File: src/rtl/qam_symbol_upsampler.sv
// Symbol upsampler between a QAM mapper and a DAC/pulse-shaping filter.
// Buffers symbols in a FIFO and emits sps+1 samples per symbol (repeated or zero-stuffed).
module qam_symbol_upsampler #(
    parameter int FIFO_DEPTH = 8,
    parameter int DATA_W     = 32
) (
    input  logic                          clk,
    input  logic                          rst,
    input  logic [DATA_W-1:0]             symbol_in,
    input  logic                          valid_in,
    output logic                          ready_out,
    input  logic [2:0]                    sps,
    input  logic                          zero_stuff,
    output logic [DATA_W-1:0]             sample_out,
    output logic                          valid_out,
    input  logic                          ready_in,
    output logic [$clog2(FIFO_DEPTH):0]   fill_level,
    output logic                          overflow,
    output logic                          underflow
);

    localparam int AW = $clog2(FIFO_DEPTH);

    // Handshakes: a symbol transfers on a rising edge with valid_in && ready_out;
    // a sample transfers on a rising edge with valid_out && ready_in. Neither
    // valid depends combinationally on its matching ready.

    typedef enum logic {
        IDLE = 1'b0,
        EMIT = 1'b1
    } state_t;

    state_t state, state_next;

    logic [DATA_W-1:0] mem [FIFO_DEPTH];
    logic [AW-1:0]     wr_ptr;
    logic [AW-1:0]     rd_ptr;
    logic [AW:0]       count;
    logic [AW:0]       count_next;

    logic [DATA_W-1:0] sym_q;
    logic [2:0]        sps_q;
    logic              zs_q;
    logic [2:0]        phase;

    logic push;
    logic pop;
    logic advance;
    logic empty;
    logic last_sample;
    logic go_idle;

    assign push        = valid_in && ready_out;
    assign empty       = (count == '0);
    assign last_sample = (phase == sps_q);

    always_comb begin
        state_next = state;
        pop        = 1'b0;
        advance    = 1'b0;
        go_idle    = 1'b0;
        case (state)
            IDLE: begin
                if (!empty) begin
                    pop        = 1'b1;
                    state_next = EMIT;
                end
            end
            EMIT: begin
                if (ready_in) begin
                    if (!last_sample) begin
                        advance = 1'b1;
                    end else if (!empty) begin
                        pop = 1'b1;
                    end else begin
                        go_idle    = 1'b1;
                        state_next = IDLE;
                    end
                end
            end
            default: state_next = IDLE;
        endcase
    end

    always_comb begin
        count_next = count;
        case ({push, pop})
            2'b10:   count_next = count + 1'b1;
            2'b01:   count_next = count - 1'b1;
            default: count_next = count;
        endcase
    end

    // Storage carries no reset; emptiness is defined by the pointers and count.
    always_ff @(posedge clk) begin
        if (push) begin
            mem[wr_ptr] <= symbol_in;
        end
    end

    always_ff @(posedge clk or posedge rst) begin
        if (rst) begin
            wr_ptr    <= '0;
            rd_ptr    <= '0;
            count     <= '0;
            ready_out <= 1'b0;
            overflow  <= 1'b0;
        end else begin
            if (push) begin
                wr_ptr <= wr_ptr + 1'b1;
            end
            if (pop) begin
                rd_ptr <= rd_ptr + 1'b1;
            end
            count <= count_next;
            // Registered from the post-edge occupancy, so a same-cycle pop never admits a push while full.
            ready_out <= (count_next < (AW+1)'(FIFO_DEPTH));
            if (valid_in && !ready_out) begin
                overflow <= 1'b1;
            end
        end
    end

    always_ff @(posedge clk or posedge rst) begin
        if (rst) begin
            state     <= IDLE;
            sym_q     <= '0;
            sps_q     <= '0;
            zs_q      <= 1'b0;
            phase     <= '0;
            underflow <= 1'b0;
        end else begin
            state <= state_next;
            if (pop) begin
                sym_q <= mem[rd_ptr];
                sps_q <= sps;
                zs_q  <= zero_stuff;
                phase <= '0;
            end else if (advance) begin
                phase <= phase + 1'b1;
            end
            if (go_idle) begin
                underflow <= 1'b1;
            end
        end
    end

    assign valid_out  = (state == EMIT);
    assign sample_out = (valid_out && (phase == '0 || !zs_q)) ? sym_q : '0;
    assign fill_level = count;

endmodule

File: config.mk
export PLATFORM = sky130hd
export DESIGN_NAME = qam_symbol_upsampler
export DESIGN_NICKNAME = d
export VERILOG_FILES = /design/src/rtl/qam_symbol_upsampler.sv
export SDC_FILE = /design/constraint.sdc
export NUM_CORES = 1
export LEC_CHECK = 0
export BUFFER_PORTS_ARGS = -buffer_cell sky130_fd_sc_hd__buf_2
export CORE_UTILIZATION = 30
export DETAILED_ROUTE_END_ITERATION = 12
export PLACE_DENSITY = 0.48
export SLEW_MARGIN = 20
export SYNTH_ARGS = -nofsm -noshare
export SYNTH_HDL_FRONTEND = slang
export SYNTH_SLANG_ARGS = --single-unit
File: constraint.sdc
create_clock -name clk -period 8.3 [get_ports clk]
set_input_delay 0.83 -clock clk [delete_from_list [all_inputs] [get_ports clk]]
set_output_delay 0.83 -clock clk [all_outputs]
set_load 0.02 [all_outputs]
==> flow_summary.yaml <==
drt:
  dr_total_vias: 5931
  vias_per_cell: 4.715
  antenna_left: 0
  wire_per_inst_um: 21.06
  firstDrtPassIters: 5
  drc: 0
  drtIter0Drc: 385
  finalWirelength_um: 26490
placement:
  portBuffers: 79
  placed_area_um2: 13130
  post-dp-hpwl_um: 14850
  place_congestion: 0.7261
  pre_cts_ws_ns: 4.161
  dp.cells: 1200
critical_path:
  worst_path_largest_cell_delay_ns: 0.60
  cp.arrival_ns: 4.11
  crit_path_end: "ready_out"
  critPathKind: "flop to flop"
  reg2reg_to: "ready_out"
  crit_buf_inv: 1
  end_kind: "flop"
  rr_startpoint: "phase[1]"
  regToRegSetupSlack_ns: 4.61
  critical_path_depth: 10
  cp_max_fo: 39
  cpLargestDelayFamily: "compound AO/OA/AOI/OAI gates"
  worstPathRequired_ns: 8.72
  worst_path_max_delay_cell: "and2_4"
  r2r_cells: 10
  startpoint: "phase[1]"
  cp-start-kind: "flop"
  crit_path_cell_trace: "xor2_1 -> o41ai_4 -> buf_4 -> and2_4 -> ha_1 -> ha_1 -> a21o_1 -> a21oi_1 -> mux2i_1 -> xor2_1"
timing:
  clock-skew-final_ns: 0.01898
  whs_ns: 0.4557
  setup_slack_ns: 4.610
  finalMaxSlewViolations: 0
  rsz0062_at_grt: "no"
  finalCritPeriodShare_pct: 44.45
  finalHoldViolCount: 0
  max_freq_mhz: 271.0
  finalSetupViolations: 0
  slew_headroom_pct: 47.15
  fin_setup_tns_ns: 0
  fin_crit_ns: 3.690
  worst_slew_pin_slew_ns: 0.7927
min_path:
  hold_path_depth: 1
  min_path_type: "flop to flop"
  hold_path_startpoint: "overflow"
final_layout:
  utilization_pct: 35.63
  fin_cells: 1258
  fin_area_um2: 14150
  finalNetCount: 759
  syn2layout_area_growth_pct: 17.37
  drive_above_1_share_pct: 30.05
synth:
  yosysTopAreaCell: "edfxtp_1"
  synth.area.top_cells: "edfxtp_1 (64%), mux4_2 (12%), dfrtp_1 (11%)"
  synthFlopType: "edfxtp_1"
  syn_nets: 663
  async_reset_ff_share_pct: 17.15
  ys_seq_elements: 309
  yosysMostFrequentCell: "edfxtp_1"
  post_synth_instance_area_um2: 12060
  ys_types: 39
  synth_edf_count: 256
  synth-warning-count: 0
  synth_seq_area_share_pct: 74.74
  yosys-top-cells-count: "edfxtp_1 (256), a21oi_1 (67), mux4_2 (64), dfrtp_1 (53), mux2i_1 (34)"
  syn_inst: 615
  synth_top_area_share_pct: 63.74
  post_synth.cell_area_avg_um2: 19.61
clock_tree:
  worstSkewPairLatency_ns: 0.50
  cts_made_buffers: 34
  cts_root_buffer: "clkbuf_16"
  clock-sinks: 309
  cts_hold_buf: 0
  tritoncts: "built"
  cts_max_level: 2
  clock_path_buffers: 3
  postCtsResizedCells: 0
  postCtsSetupRepairBufs: 0
  clk_pin_slew_worst_paths_ns: 0.06
floorplanning:
  initial_core_util_pct: 30.35
  num_rows: 73
  die_w_um: 202.5
  die_h_um: 202.5
  core_area_um2: 39730
  dieArea_um2: 41010
  io_pins: 80
grt:
  grt_overflow: 0
  grt_pass1_vias: 6530
  grt_max_degree: 54
  grt_use_total_pct: 13.15
  antenna_found_initial: 4
  grt_pass1_wl_um: 39960
pwr:
  peakVddDrop_mv: 0.1437
  power_per_cell_area_nw_per_um2: 365.5
  totalPowerFinal_mw: 5.174
  p_leak_nw: 4.823
status:
  status: "finished clean"
job:
  drv_cap: 0
## placed cells by master, fill, tap and decap left out, drive strengths merged, types with 7 or more instances in the layout
| master | count |
|---|---|
| dfrtp | 53 |
| buf | 94 |
| mux4 | 64 |
| clkbuf | 51 |
| and2 | 33 |
| mux2i | 34 |
| a21oi | 67 |
| edfxtp | 256 |
| mux2 | 7 |
| nor2 | 7 |
| nand2 | 9 |
| ha | 7 |
## worst min-delay path by stage
| stage | endpoint | slack [ns] |
|---|---|---|
| after global routing | overflow | 0.48 |
| after detailed placement | overflow | 0.45 |
| after CTS | overflow | 0.47 |
| after global placement | underflow | 0.45 |
| after floorplan | zs_q | 0.45 |
| final | overflow | 0.46 |
## state kept, by name, summed over array words and instances (netlist names), named ones only
name	count
ready_out	1
zs_q	1
sym_q	32
wr_ptr	3
overflow	1
fill_level	3
mem	256
rd_ptr	3
sps_q	3
valid_out	1
phase	3
underflow	1
## layer usage
layer	track usage (%)	share of wire (%)	up-vias
met2	23.62	52	129
met1	15.84	41	3121
met4	4.108	1.8	4
met5	0	0.083	-
li1	-	-	2640
met3	2.536	4.3	37
## cell families after synthesis
logic type               share of synthesized area (%)
AND/OR/NAND/NOR                                  2.957
multiplexers                                     15.43
AO/OA/AOI/OAI                                    3.714
adder cells (fa/ha/maj)                         0.8922
buffers and inverters                            1.546
XOR/XNOR                                        0.7262
flip-flops                                       74.74
## area by class of cell
type / instances / area, um2
Inverter: 6 / 22.52
Fill cell: 3713 / 25580
Clock inverter: 6 / 30.03
Sequential cell: 309 / 9020
Timing Repair Buffer: 94 / 508.0
Antenna cell: 1 / 2.502
Tap cell: 525 / 656.9
Clock buffer: 51 / 996.0
Multi-Input combinational cell: 266 / 2919
## report_power, final
part           internal [mW]  total, mW  switching [mW]
logic                  0.703       1.61           0.908
registers               1.96       2.18           0.223
clock network          0.824       1.38           0.556
total                   3.49       5.17            1.69
(Power assumes the default switching activity.)
